--- src/rtl/serial_sub_pkg.sv ---
// Shared state encoding and default width for the bit-serial subtractor.
package serial_sub_pkg;

  localparam int W_DEFAULT = 8;

  typedef enum logic [1:0] {
    IDLE  = 2'd0,
    SHIFT = 2'd1,
    DONE  = 2'd2
  } state_t;

endpackage

--- src/rtl/serial_sub_ctrl_if.sv ---
// Request/result bundle for serial_sub_ctrl; SERIAL_SUB_ZERO_FLAG_EN adds the zero flag.
interface serial_sub_ctrl_if
  import serial_sub_pkg::*;
#(
  parameter int W = W_DEFAULT
);

  logic         start;
  logic [W-1:0] a_in;
  logic [W-1:0] b_in;
  logic         busy;
  logic         done;
  logic [W-1:0] diff;
  logic         borrow_out;
`ifdef SERIAL_SUB_ZERO_FLAG_EN
  logic         zero;

  modport master (output start, a_in, b_in,
                  input  busy, done, diff, borrow_out, zero);
  modport slave  (input  start, a_in, b_in,
                  output busy, done, diff, borrow_out, zero);
`else
  modport master (output start, a_in, b_in,
                  input  busy, done, diff, borrow_out);
  modport slave  (input  start, a_in, b_in,
                  output busy, done, diff, borrow_out);
`endif

endinterface

--- src/rtl/serial_sub_ctrl_fs_cell.sv ---
// Combinational full subtractor: two half-subtractor stages whose borrows are ORed.
module fs_cell (
  input  logic a,
  input  logic b,
  input  logic bin,
  output logic d,
  output logic bout
);

  logic d1;
  logic b1;
  logic b2;

  assign d1   = a ^ b;
  assign b1   = ~a & b;
  assign d    = d1 ^ bin;
  assign b2   = ~d1 & bin;
  assign bout = b1 | b2;

endmodule

--- src/rtl/serial_sub_ctrl.sv ---
// Bit-serial A-B controller: one fs_cell evaluated per clock, LSB first.
// Optional zero flag enabled by defining SERIAL_SUB_ZERO_FLAG_EN.
module serial_sub_ctrl
  import serial_sub_pkg::*;
#(
  parameter int W = W_DEFAULT
) (
  input  logic clk,
  input  logic rst_n,
  serial_sub_ctrl_if.slave bus
);

  localparam int CW = $clog2(W);

  state_t          state_reg;
  state_t          state_next;
  logic [W-1:0]    a_sh_reg;
  logic [W-1:0]    b_sh_reg;
  logic [W-1:0]    res_sh_reg;
  logic [W-1:0]    diff_reg;
  logic            br_reg;
  logic            borrow_reg;
  logic [CW-1:0]   cnt_reg;
  logic            d_bit;
  logic            bout_bit;
  logic            last_bit;

  fs_cell u_fs_cell (
    .a    (a_sh_reg[0]),
    .b    (b_sh_reg[0]),
    .bin  (br_reg),
    .d    (d_bit),
    .bout (bout_bit)
  );

  assign last_bit = (cnt_reg == '0);

  always_ff @(posedge clk or negedge rst_n) begin
    if (!rst_n) begin
      state_reg <= IDLE;
    end else begin
      state_reg <= state_next;
    end
  end

  always_comb begin
    state_next = state_reg;
    case (state_reg)
      IDLE:    if (bus.start) state_next = SHIFT;
      SHIFT:   if (last_bit)  state_next = DONE;
      DONE:    state_next = IDLE;
      default: state_next = IDLE;
    endcase
  end

  always_ff @(posedge clk or negedge rst_n) begin
    if (!rst_n) begin
      a_sh_reg   <= '0;
      b_sh_reg   <= '0;
      res_sh_reg <= '0;
      br_reg     <= 1'b0;
      cnt_reg    <= '0;
      diff_reg   <= '0;
      borrow_reg <= 1'b0;
    end else begin
      case (state_reg)
        IDLE: begin
          if (bus.start) begin
            a_sh_reg <= bus.a_in;
            b_sh_reg <= bus.b_in;
            br_reg   <= 1'b0;
            cnt_reg  <= CW'(W - 1);
          end
        end
        SHIFT: begin
          a_sh_reg   <= a_sh_reg >> 1;
          b_sh_reg   <= b_sh_reg >> 1;
          res_sh_reg <= {d_bit, res_sh_reg[W-1:1]};
          br_reg     <= bout_bit;
          // Results publish on the DONE-entry edge and are held until the next DONE.
          if (last_bit) begin
            diff_reg   <= {d_bit, res_sh_reg[W-1:1]};
            borrow_reg <= bout_bit;
          end else begin
            cnt_reg <= cnt_reg - 1'b1;
          end
        end
        default: ;
      endcase
    end
  end

  assign bus.busy       = (state_reg == SHIFT);
  assign bus.done       = (state_reg == DONE);
  assign bus.diff       = diff_reg;
  assign bus.borrow_out = borrow_reg;

`ifdef SERIAL_SUB_ZERO_FLAG_EN
  logic nz_reg;
  logic zero_reg;

  // Sticky OR of difference bits, so no W-wide reduction is needed.
  always_ff @(posedge clk or negedge rst_n) begin
    if (!rst_n) begin
      nz_reg   <= 1'b0;
      zero_reg <= 1'b0;
    end else begin
      if (state_reg == IDLE && bus.start) begin
        nz_reg <= 1'b0;
      end else if (state_reg == SHIFT) begin
        nz_reg <= nz_reg | d_bit;
        if (last_bit) begin
          zero_reg <= ~(nz_reg | d_bit);
        end
      end
    end
  end

  assign bus.zero = zero_reg;
`endif

endmodule

--- src/flat_wrapper.sv ---
// flat-port wrapper written by rule: the top's interface ports become plain ports
module serial_sub_ctrl_flat import serial_sub_pkg::*;
#(
  parameter int W = W_DEFAULT
)
  (clk, rst_n, bus_start, bus_a_in, bus_b_in, bus_busy, bus_done, bus_diff, bus_borrow_out);
  serial_sub_ctrl_if #(.W(W)) bus_i ();
  input  logic clk;
  input  logic rst_n;
  input wire logic [$bits(bus_i.start)-1:0] bus_start;
  input wire logic [$bits(bus_i.a_in)-1:0] bus_a_in;
  input wire logic [$bits(bus_i.b_in)-1:0] bus_b_in;
  output wire logic [$bits(bus_i.busy)-1:0] bus_busy;
  output wire logic [$bits(bus_i.done)-1:0] bus_done;
  output wire logic [$bits(bus_i.diff)-1:0] bus_diff;
  output wire logic [$bits(bus_i.borrow_out)-1:0] bus_borrow_out;
  assign bus_i.start = bus_start;
  assign bus_i.a_in = bus_a_in;
  assign bus_i.b_in = bus_b_in;
  assign bus_busy = bus_i.busy;
  assign bus_done = bus_i.done;
  assign bus_diff = bus_i.diff;
  assign bus_borrow_out = bus_i.borrow_out;
  serial_sub_ctrl #(.W(W)) u_core (.clk(clk), .rst_n(rst_n), .bus(bus_i));
endmodule
--- config.mk ---
export PLATFORM = sky130hd
export DESIGN_NAME = serial_sub_ctrl_flat
export DESIGN_NICKNAME = d
export VERILOG_FILES = /design/src/rtl/serial_sub_pkg.sv /design/src/rtl/serial_sub_ctrl_if.sv /design/src/rtl/serial_sub_ctrl_fs_cell.sv /design/src/rtl/serial_sub_ctrl.sv /design/src/flat_wrapper.sv
export SDC_FILE = /design/constraint.sdc
export NUM_CORES = 1
export LEC_CHECK = 0
export ABC_CLOCK_PERIOD_IN_PS = 1300
export BUFFER_PORTS_ARGS = -buffer_cell sky130_fd_sc_hd__buf_2
export CORE_ASPECT_RATIO = 1.1
export CORE_MARGIN = 2
export CORE_UTILIZATION = 49
export DETAILED_ROUTE_END_ITERATION = 10
export GPL_TIMING_DRIVEN = 0
export HOLD_SLACK_MARGIN = 0.1
export PLACE_DENSITY = 0.85
export SYNTH_ARGS = -nofsm -noshare
export SYNTH_HDL_FRONTEND = slang
export SYNTH_HIERARCHICAL = 1
export SYNTH_SLANG_ARGS = --single-unit
--- constraint.sdc ---
create_clock -name clk -period 1.3 [get_ports clk]
set_input_delay 0.13 -clock clk [delete_from_list [all_inputs] [get_ports clk]]
set_output_delay 0.13 -clock clk [all_outputs]
set_load 0.1 [all_outputs]
==> results.toml <==
[placement]
hpwl_microns = 2130
globalplace.congestion = 0.713
port_buffers = 29
dp.cells = 214

[cells_and_area]
layout-drive-gt1-share_pct = 42.7
postLayoutCoreUtil_pct = 72.2
layout.nets = 227
area_growth_syn_to_layout_pct = 40.8
layoutNonFillerInstCount = 254
final.fill_count = 230
diodes = 0

[yosys]
synth_mux_area_share_pct = 21.8
synthCells = 137
synth_commonest_cells = "dfrtp_1 (38), nand2_1 (17), o21ai_0 (17)"
synth_ff_type = "dfrtp_1"
synth_compound_area_share_pct = 7.77
synth_top_family_by_area = "multiplexers"
netlist_area_sq_um = 1720
synth-simple-area-share_pct = 7.33
async_flop_share_pct = 100
yosysMostFrequentCell = "dfrtp_1"
yosysTopAreaCell = "dfrtp_1"
ys_types = 24
ys_warn_count = 6
syn_area_per_cell_sq_um = 12.6
ys_seq_area_share_pct = 55.2
synthAdderAreaFrac_pct = 2.61
synthTopCellsByArea = "dfrtp_1 (55%), mux2i_1 (8.7%), mux2_4 (7.8%)"
synth_xor_area_share_pct = 0
synth_edf_count = 0
synth_seq_cells = 38
synth_top_area_share_pct = 55.2
syn_nets = 159

[global_route]
overflow = 0
antenna_found_initial = 0
first_global_vias = 1311
track_usage_pct = 20.4
grt_pass1_wl_microns = 5930
grt_max_degree = 39

[power_and_ir_drop]
leakagePower_nw = 1.21
power_density_nw_per_um2 = 2770
ir_drop_uv = 1310

[worst_hold_path]
holdCritPathClass = "in -> reg"

[timing]
fin_crit_ps = 1450
hold_viol = 0
fmax_mhz = 689
rsz0062_at_grt = "true"
setup_viol_count_final = 27
skew_ps = 13.7
slew_violations = 0
worstMarginPinSlew_ps = 827
setup_ws_ps = -151
holdWs_ps = 116
slew_headroom_pct = 44.9
period_share_pct = 112

[critical_path]
crit_slowest_cell = "dfrtp_2"
critPathMostFrequentCell = "buf_12"
max_stage_delay_ps = 460
critPathLaunchType = "flip-flop"
cp_max_fo = 5
crit_chain = "nor2b_4, buf_6, buf_12, buf_12"
required_ps = 1170
critical_path_arrival_ps = 1320
end_kind = "output port"
path_class = "reg -> out"

[cts]
cts_tree = "built"
clock-sinks = 38
cts_buffer_depth = 2
path_clk_slew_ps = 120
clock_latency_ps = 340
h-tree-depth = 2
cts_buffers = 5
clockRootBuffer = "clkbuf_4"

[detailed_routing]
drc = 0
avgRoutedWirePerCell_microns = 14.3
routed_via_density = 4.89
first_pass_iters = 4
route.met2.wl_microns = 1810
drtAntennaViolNets = 0
topRoutingLayerUsed = "met4"
met3_length_microns = 189
vias = 1241
drtIter0Drc = 36
wirelength_microns = 3640
met1_length_microns = 1580

[die]
design.portCount = 30
core_area_sq_um = 3360
start_util_pct = 51.3
dieArea_sq_um = 4010
die_h_microns = 66.2
fp-row-count = 22
dieWidth_microns = 60.5

[run_status]
outcome = "finished, violations left"
violations = "negative setup slack"

[job]
drv_cap = 0
## kinds of logic (layout without fill, tap and decap cells)
| logic type | count (synthesis) | count (layout) |
|---|---|---|
| DFF | 38 | 38 |
| adders and majority gates | 3 | 3 |
| AOI/OAI and AO/OA | 24 | 24 |
| buffers and inverters | 14 | 83 |
| and+or+nand+nor | 26 | 26 |
| muxes | 32 | 32 |
## worst paths after layout
kind                                          start                    to  slack (ps)  cells after the start
worst min register to register   u_core/b_sh_reg[3]    u_core/b_sh_reg[3]         490                      2
worst min-delay path                    bus_b_in[4]    u_core/b_sh_reg[4]         120                      3
max in group asynchronous                     rst_n   u_core/state_reg[0]         310                      2
worst max register to register  u_core/state_reg[1]    u_core/bus.diff[5]        -130                      5
worst max-delay path            u_core/state_reg[1]              bus_busy        -150                      4
min in group asynchronous                     rst_n  u_core/res_sh_reg[3]         410                      2
## placed cells by master (no fill, tap or decap)
cell type	netlist	routed
nor2b_4	0	1
o2bb2ai_1	1	1
mux2_2	8	6
buf_6	3	5
nand2b_1	2	2
inv_1	7	5
a21oi_1	2	2
and3_4	1	1
fa_1	1	1
clkbuf_4	0	15
mux2i_1	15	14
nor2b_1	3	3
o21bai_4	0	1
a22oi_1	1	1
mux2_4	9	11
dfrtp_2	0	2
buf_8	0	1
inv_2	0	2
and2b_2	0	1
buf_12	1	4
dlygate4sd3_1	0	14
o21ai_0	17	11
buf_2	0	19
mux2i_2	0	1
ha_1	2	1
nand2_1	17	17
dfrtp_1	38	36
nor2_1	1	1
a31oi_4	0	1
bufinv_16	0	1
ha_4	0	1
a22o_1	1	1
buf_4	0	15
clkbuf_1	3	2
o21ai_1	0	6
## repair_timing
| item | 4_1_cts | 5_1_grt |
|---|---|---|
| gates resized for setup | 26 | 27 |
| endpoints found under the hold margin | 49 | 2 |
| buffers inserted | 13 | 6 |
| hold buffers | 12 | 2 |
| pin swaps | 1 | 2 |
| endpoints found under the setup margin | 31 | 44 |
## metal layers
| metal | vias up | global-route usage [%] |
|---|---|---|
| li1 | 598 | - |
| met3 | 6 | 6.26 |
| met4 | 0 | 5.71 |
| met2 | 37 | 36.0 |
| met1 | 600 | 23.5 |
| met5 | - | 0 |
## through the flow
step                power (mW)  cell area (sq um)  setup TNS, ps  setup WS [ps]
global placement          4.99               1930          -3190           -179
global route              7.15               2430          -3290           -203
floorplan                 4.57               1730          -1270           -101
detailed placement        5.12               1930          -4900           -218
finish                    6.72               2430          -2020           -151
CTS                       6.36               2310          -1550           -138
## critical path: cells and delay by family (launching register included)
kind	cells	cell delay, ps
buffers and inverters	3	390
flip-flops	1	460
AND/OR/NAND/NOR	1	120
## where the power goes
| group | internal (mW) | total [mW] | switching [mW] |
|---|---|---|---|
| Combinational | 1.68 | 3.89 | 2.21 |
| Sequential | 1.72 | 2.04 | 0.321 |
| Clock | 0.408 | 0.782 | 0.373 |
## cell type report
cell class / instances / area (sq um) / share of cell area [%]
buffer: 6 / 75.1 / 3.09
clock buffer: 7 / 45.0 / 1.86
clock inverter: 1 / 30.0 / 1.24
inverter: 7 / 26.3 / 1.08
multi-input combinational: 85 / 737 / 30.4
sequential: 38 / 953 / 39.3
tap: 48 / 60.1 / 2.48
timing repair buffer: 62 / 499 / 20.6
(Power assumes the default switching activity.)
